==> src/rtl/persist_state_bank.sv <==
// persist_state_bank - always-on tag persistence: inventoried/SL flags, EPC and sensor counters, S1 decay, factory clear.
// Optional build macro PERSIST_SAT_EN: sensor and EPC counters saturate instead of wrapping.
module persist_state_bank #(
  parameter int NUM_SENS   = 3,
  parameter int CNT_W      = 6,
  parameter int CODE_W     = 16,
  parameter int PERSIST_S1 = 1000,
  localparam int CH_W      = (NUM_SENS > 1) ? $clog2(NUM_SENS) : 1
) (
  input  logic                      clk,
  input  logic                      reset,
  input  logic                      factory_reset,
  input  logic                      packet_complete,
  input  logic [2:0]                cmd_op,
  input  logic [1:0]                cmd_session,
  input  logic                      cmd_value,
  input  logic                      ADC_data_ready,
  input  logic [CH_W-1:0]           sample_chan,
  input  logic                      code_load,
  input  logic [CODE_W-1:0]         code_in,
  output logic [3:0]                inven_flags,
  output logic                      sl_flag,
  output logic [CNT_W-1:0]          epc_count,
  output logic [NUM_SENS*CNT_W-1:0] sens_count,
  output logic [NUM_SENS-1:0]       sens_wrap,
  output logic [CODE_W-1:0]         code_out,
  output logic                      busy,
  output logic                      cmd_drop
);

  localparam int IDX_W = $clog2(NUM_SENS + 1);
  localparam int TMR_W = $clog2(PERSIST_S1 + 1);

  localparam logic [2:0] OP_NOP        = 3'd0;
  localparam logic [2:0] OP_INV_TOGGLE = 3'd1;
  localparam logic [2:0] OP_INV_SET    = 3'd2;
  localparam logic [2:0] OP_SL_SET     = 3'd3;
  localparam logic [2:0] OP_SL_CLR     = 3'd4;
  localparam logic [2:0] OP_SL_TOGGLE  = 3'd5;
  localparam logic [2:0] OP_EPC_WRITE  = 3'd6;
  localparam logic [2:0] OP_WRAP_CLR   = 3'd7;

  typedef enum logic {S_IDLE, S_CLEAR} state_t;

  state_t              r_state;
  logic [IDX_W-1:0]    r_idx;
  logic                r_busy;
  logic                r_cmd_drop;
  logic [3:0]          r_flags;
  logic [TMR_W-1:0]    r_timer;
  logic                r_sl;
  logic [CNT_W-1:0]    r_epc;
  logic [CNT_W-1:0]    r_cnt [NUM_SENS];
  logic [NUM_SENS-1:0] r_wrap;
  logic [CODE_W-1:0]   r_code;

  logic                w_cmd;
  logic                w_smp;
  logic [3:0]          w_flags;
  logic [TMR_W-1:0]    w_timer;
  logic                w_sl;
  logic [CNT_W-1:0]    w_epc;
  logic [CNT_W-1:0]    w_cnt [NUM_SENS];
  logic [NUM_SENS-1:0] w_wrap;
  logic [CODE_W-1:0]   w_code;

  assign w_cmd = packet_complete && !r_busy;
  assign w_smp = ADC_data_ready && !r_busy;

  always_comb begin
    w_flags = r_flags;
    w_timer = r_timer;
    w_sl    = r_sl;
    w_epc   = r_epc;
    w_wrap  = r_wrap;
    w_code  = r_code;
    for (int i = 0; i < NUM_SENS; i++) w_cnt[i] = r_cnt[i];

    // Session-1 decay keeps running even during a clear; the final clear step zeroes it.
    if (r_timer != '0) begin
      w_timer = r_timer - 1'b1;
      if (r_timer == TMR_W'(1)) w_flags[1] = 1'b0;
    end

    if (w_cmd) begin
      case (cmd_op)
        OP_INV_TOGGLE: w_flags[cmd_session] = ~r_flags[cmd_session];
        OP_INV_SET:    w_flags[cmd_session] = cmd_value;
        OP_SL_SET:     w_sl = 1'b1;
        OP_SL_CLR:     w_sl = 1'b0;
        OP_SL_TOGGLE:  w_sl = ~r_sl;
        OP_EPC_WRITE: begin
`ifdef PERSIST_SAT_EN
          if (r_epc != '1) w_epc = r_epc + 1'b1;
`else
          w_epc = r_epc + 1'b1;
`endif
        end
        OP_WRAP_CLR:   w_wrap = '0;
        default:       ;
      endcase
      if ((cmd_op == OP_INV_TOGGLE || cmd_op == OP_INV_SET) && cmd_session == 2'd1)
        w_timer = w_flags[1] ? TMR_W'(PERSIST_S1) : '0;
    end

    // Sample increment is applied after WRAP_CLR so a same-cycle wrap stays set.
    if (w_smp) begin
      for (int i = 0; i < NUM_SENS; i++) begin
        if (sample_chan == CH_W'(i)) begin
          if (r_cnt[i] == '1) begin
            w_wrap[i] = 1'b1;
`ifndef PERSIST_SAT_EN
            w_cnt[i] = '0;
`endif
          end else begin
            w_cnt[i] = r_cnt[i] + 1'b1;
          end
        end
      end
    end

    if (code_load && !r_busy) w_code = code_in;
  end

  always_ff @(posedge clk or negedge reset) begin
    if (!reset) begin
      r_state    <= S_IDLE;
      r_idx      <= '0;
      r_busy     <= 1'b0;
      r_cmd_drop <= 1'b0;
      r_flags    <= '0;
      r_timer    <= '0;
      r_sl       <= 1'b0;
      r_epc      <= '0;
      r_wrap     <= '0;
      r_code     <= '0;
      for (int i = 0; i < NUM_SENS; i++) r_cnt[i] <= '0;
    end else begin
      r_flags    <= w_flags;
      r_timer    <= w_timer;
      r_sl       <= w_sl;
      r_epc      <= w_epc;
      r_wrap     <= w_wrap;
      r_code     <= w_code;
      for (int i = 0; i < NUM_SENS; i++) r_cnt[i] <= w_cnt[i];
      r_cmd_drop <= r_busy && packet_complete && (cmd_op != OP_NOP);

      case (r_state)
        S_IDLE: begin
          if (factory_reset) begin
            r_state <= S_CLEAR;
            r_busy  <= 1'b1;
            r_idx   <= '0;
          end
        end
        S_CLEAR: begin
          if (r_idx == IDX_W'(NUM_SENS)) begin
            r_state <= S_IDLE;
            r_busy  <= 1'b0;
            r_flags <= '0;
            r_timer <= '0;
            r_sl    <= 1'b0;
            r_epc   <= '0;
            r_code  <= '0;
          end else begin
            for (int i = 0; i < NUM_SENS; i++) begin
              if (r_idx == IDX_W'(i)) begin
                r_cnt[i]  <= '0;
                r_wrap[i] <= 1'b0;
              end
            end
            r_idx <= r_idx + 1'b1;
          end
        end
        default: r_state <= S_IDLE;
      endcase
    end
  end

  for (genvar g = 0; g < NUM_SENS; g++) begin : g_cnt_out
    assign sens_count[g*CNT_W +: CNT_W] = r_cnt[g];
  end

  assign inven_flags = r_flags;
  assign sl_flag     = r_sl;
  assign epc_count   = r_epc;
  assign sens_wrap   = r_wrap;
  assign code_out    = r_code;
  assign busy        = r_busy;
  assign cmd_drop    = r_cmd_drop;

endmodule

==> config.mk <==
export PLATFORM = sky130hd
export DESIGN_NAME = persist_state_bank
export DESIGN_NICKNAME = d
export VERILOG_FILES = /design/src/rtl/persist_state_bank.sv
export SDC_FILE = /design/constraint.sdc
export NUM_CORES = 1
export LEC_CHECK = 0
export CORE_ASPECT_RATIO = 1.2
export CORE_UTILIZATION = 45
export DETAILED_ROUTE_END_ITERATION = 7
export PLACE_DENSITY = 0.77
export SYNTH_ARGS = -nofsm -noshare
export SYNTH_HDL_FRONTEND = slang
export SYNTH_SLANG_ARGS = --single-unit
export TNS_END_PERCENT = 30
==> constraint.sdc <==
create_clock -name clk -period 2.2 [get_ports clk]
set_clock_uncertainty 0.2 [all_clocks]
set_input_delay 0.44 -clock clk [delete_from_list [all_inputs] [get_ports clk]]
set_output_delay 0.44 -clock clk [all_outputs]
set_load 0.005 [all_outputs]
**Word level (Yosys, flattened, before mapping)**

Index checks and enable logic that the tools add are counted.

- $add $sub $neg: 6
- $lt $le $gt $ge: 2
- Eq/ne operators: 20
- Mux-type cells: 65
- Bitwise operators: 3
- Reduce and logical (&&, ||, !) cells: 15

Operators by type and width:

| operator | count |
|---|---|
| 6-bit 2-to-1 mux | 13 |
| 10-bit 2-to-1 mux | 6 |
| 18-bit 2-to-1 mux | 3 |
| 16-bit 2-to-1 mux | 3 |
| 6-bit by 1-bit adder with 6-bit output, second input constant | 4 |
| 1-bit 2-to-1 mux | 20 |
| 6-bit == test, second input constant | 3 |
| 4-bit 2-to-1 mux | 4 |
| 3-bit 2-to-1 mux | 5 |
| 3-bit == test, second input constant | 4 |
| 10-bit by 1-bit == test with 1-bit output, second input constant | 1 |
| 10-bit nonzero test | 1 |
| 10-bit by 1-bit subtractor with 10-bit output, second input constant | 1 |
| 4-bit bitwise mux | 2 |
| 4-bit one-hot mux with 2 select lines | 1 |
| 1-bit logical AND | 7 |
| 2-bit by 1-bit == test with 1-bit output, second input constant | 3 |
| 2-bit == test, second input constant | 3 |
| 3-bit by 2-bit == test with 1-bit output, second input constant | 2 |
| 2-bit logical NOT | 2 |
| 2-bit 2-to-1 mux | 2 |
| 2-bit != test, second input constant | 2 |
| 1-bit one-hot mux with 2 select lines | 2 |
| 2-bit one-hot mux with 2 select lines | 1 |
| 13 further kinds | 16 |

- Flip-flop bits (word level): 63
- Output and inout port bits: 50

**Logic depth before layout (Yosys ltp)**

- Depth after elaboration: 12
- Gate-level depth with buffers: 6

**Worst setup path before layout**

No wires, ideal clock.

- Path kind: reg2reg
- From: reg r_timer[0]
- To: reg r_timer[8]
- Setup time: 136 ps
- Arrival: 1732 ps
- Slack: 132 ps
- Cell stages (with the launch flop): 7
- Period minus slack after synthesis: 2068 ps
- Cells stage by stage: dfrtp_1 > inv_1 > ha_1 > or4b_2 > o21a_1 > o211ai_1 > a21oi_1

- Cells in the longest elaborated chain, start to end: 11

RTL lines:

| what | line | source |
|---|---|---|
| from (decl) | 50 | `logic [TMR_W-1:0] r_timer;` |
| from (signal assigned) | 140 | `r_timer <= w_timer;` |
| 10-bit by 1-bit == test with 1-bit output | 82 | `if (r_timer == TMR_W'(1)) w_flags[1] = 1'b0;` |
| 1-bit 2-to-1 mux | 82 |  |
| 1-bit 2-to-1 mux | 80 | `if (r_timer != '0) begin` |
| 4-bit bitwise mux (on tied branches) | 88, 87 |  |
| 4-bit one-hot mux with 2 select lines | 86 | `case (cmd_op)` |
| 4-bit 2-to-1 mux | 85 | `if (w_cmd) begin` |
| 10-bit 2-to-1 mux | 103 | `w_timer = w_flags[1] ? TMR_W'(PERSIST_S1) : '0;` |
| 10-bit 2-to-1 mux | 102 | `if ((cmd_op == OP_INV_TOGGLE \|\| cmd_op == OP_INV_SET) && cmd_session == 2'd1)` |
| 10-bit 2-to-1 mux * | 85 |  |
| 10-bit 2-to-1 mux | 157 | `if (r_idx == IDX_W'(NUM_SENS)) begin` |
| 10-bit 2-to-1 mux * | 148 | `case (r_state)` |

Every way passes the cells marked *; elsewhere a longest branch is shown, timed or not. The select of a mux whose other input is x is not followed.
A chain may end at the register's enable or synchronous reset.

**Worst setup path after layout**

- From: reg r_busy (netlist: busy)
- To: out busy

RTL lines:

| what | line | source |
|---|---|---|
| from (decl) | 47 | `logic r_busy;` |
| from (signal assigned) | 129 | `r_busy <= 1'b0;` |
| from (signal assigned) | 152 | `r_busy <= 1'b1;` |
| from (signal assigned) | 159 | `r_busy <= 1'b0;` |
| to (decl) | 27 | `output logic busy,` |

No word-level cell between the ends.

==> metrics <==
fraction of registers with async set or reset after synthesis=100%; Post-Syn Nets=around 380; synth warn=0; CTS tree=built; Crit path required time=1.56 ns; WL final=~7600 um; critical path class=flip-flop to primary output; Worst Setup Start Kind=flip-flop; largest net degree at the start of global routing=64; TritonRoute pass-1 iters=4; clock sinks=between 60 and 70; Final Hold Viols=0; critical register-to-register path endpoint=r_timer[7]; Starting DRT DRC Count=between 150 and 200; worst skew pair latency=0.34 ns; top-level port count=80; vias in the first global route=around 2700; worst rel slew slack=between 60% and 70%; Adder-Cell Fraction of Synth Area=roughly 4.2%; core area=just under 7000 um^2; WL/cell=roughly 14 um; Post-CTS Setup Bufs=0; initial antenna violation count=0; WHS Endpoint=code_out[11]; Setup-failing EPs final=0; mean post-synth cell area=9.62 um^2; leakage power=0.00202 uW; Layout Area Growth over Synthesis=39.3%; Post-Synth Simple-Gate Area=between 20% and 30%; post-synthesis mux area share=roughly 2.9%; clock slew at reported path FFs=roughly 0.08 ns; RSZ-0062 raised after global routing=no; Synth Area in Compound Gates=9.95%; clk root buf=clkbuf_8; count of cell types in the netlist=between 50 and 60; vias=between 2000 and 3000; Tcrit/Tclk final=between 90 and 100%; Seq cells post-synth=63; Die Span Y=95.4 um; fillcell total=approximately 580; Max-cap violations=0; die footprint=between 7000 and 8000 um^2; Multi-input gate area=about 1600 um^2; FF/Latch Area=between 1500 and 2000 um^2; Synth Cell Area=between 3000 and 4000 um^2; Critical Path Sink Type=primary output; EDFF count, synth=0; Synth Flop Type=dfrtp_1; sequential fraction of the synthesis area=approximately half; Port Buffer Count=79; maximum vdd drop=0.775 mV; Max Clk Rate=about 490 MHz; first-pass GRT wire length=roughly 12000 um; Power, Total=approximately 4500 uW; Post-synth top cells=dfrtp_1, nand2_1, nor2_1, a21oi_1, xor2_1; post-route setup TNS=0 ns; Worst Path Max Fanout=10; Least-Margin Pin Slew=0.542 ns; RR Startpoint=r_timer[0]; r2r setup slk=~0.22 ns; synth top area cells=dfrtp_1, nand2_1, ha_1, a21oi_1, nor2_1; Final Critical Period=around 2.1 ns; Worst R2R Path Depth=5; GP Congestion=between 0.8 and 0.9; hold_sp=code_out[11]; Antenna Cells=0; DRC=0; Clock Path Buffers=2; top-count cell post-synth=dfrtp_1; Pwr Density=993 nW/um^2; vias per inst=between 5 and 6; Initial Utilization=47.2%; share of cells above drive strength 1=13.8%; Placed Area=4340 um^2; dpl hpwl=between 5000 and 6000 um; Syn Inst Count=340; post-layout util=65.7%; Num CTS Buffers=9; std cell rows=33; post-synthesis xor/xnor area fraction=between 6 and 7%; area leader, netlist=dfrtp_1; outcome=completed; largest family of logic cells by synthesized area=simple AND/OR/NAND/NOR gates; hold path cells=2; final net count=486; critical path data arrival time=1.42 ns; die width=between 70 and 80 um; global route overflow=0; Overall Global Routing Usage=a little over a fifth; post-synth top area share=between 40 and 50%; type of the most critical hold path=flip-flop to flip-flop; H-tree Lvls=3; final hold slack=0.324 ns; design area=around 4600 um^2; Pins Over Slew Limit=0; antenna-violating nets left=0
layout by cell type (no fill, tap or decap), types with 7 or more instances in the layout:
| cell type | n |
|---|---|
| clkdlybuf4s50_1 | 78 |
| dfrtp_1 | 63 |
| a21oi_1 | 25 |
| nand2_1 | 57 |
| nor2_1 | 33 |
| ha_1 | 10 |
| clkbuf_8 | 9 |
| nand4_1 | 7 |
| xor2_1 | 12 |
| inv_1 | 9 |
| nand2b_1 | 7 |
| xnor2_1 | 11 |
| buf_4 | 27 |
sequential cells by signal (all words and copies together) (netlist names):
name	cells
sens_count	18
code_out	16
r_timer	10
epc_count	6
inven_flags	4
sens_wrap	3
r_idx	2
busy	1
cmd_drop	1
r_state	1
sl_flag	1
cells by family after synthesis:
| family | count (synthesis) |
|---|---|
| AO/OA/AOI/OAI | 51 |
| XOR/XNOR | 23 |
| adder cells (fa/ha/maj) | 11 |
| buffers and inverters | 24 |
| flip-flops | 63 |
| multiplexers | 8 |
| AND/OR/NAND/NOR | 160 |
worst max-delay path: stages (launching register included):
cell and delay (ns):
dfrtp_1 0.36, buf_4 0.18, clkdlybuf4s50_1 0.54
area by class of cell:
cell class                      instances  area share (%)
Timing Repair Buffer                  109            22.8
Multi-Input combinational cell        253            35.1
Sequential cell                        63            34.6
Inverter                                9           0.742
Clock buffer                            9            2.72
Tap cell                               87            2.39
Clock inverter                          7            1.59
metrics by stage:
step | instances | setup WS [ns]
after detailed placement | 520 | -0.154
final | 537 | 0.143
after floorplan | 340 | 0.132
after global placement | 520 | -0.109
after global routing | 537 | 0.0646
after CTS | 537 | 0.0654
worst max-delay path by stage:
stage,startpoint,to,slack [ns],cells after the start
after CTS,r_timer[0],r_timer[8],0.07,6
after global placement,cmd_op[0],r_timer[7],-0.11,6
after global routing,busy,busy,0.06,2
after detailed placement,cmd_op[1],r_timer[3],-0.15,6
final,busy,busy,0.14,2
after floorplan,r_timer[0],r_timer[8],0.13,6
routing by layer:
layer,track usage [%],part of all wire (%)
met1,25.4,44
met2,35.9,50
met3,5.07,3.6
met4,10.4,2.1
met5,0,0
power by group:
part / switching, uW / internal, uW / total, uW
Clock: 479 / 524 / 1000
Sequential: 261 / 1470 / 1730
Combinational: 809 / 981 / 1790
repair_timing:
| item | in CTS | in global routing |
|---|---|---|
| hold buffers | 1 | 0 |
| resized for setup | 0 | 2 |
| setup endpoints to repair | 0 | 2 |
| endpoints found under the hold margin | 63 | 0 |
Note: power is estimated with default switching activity, not from simulation.
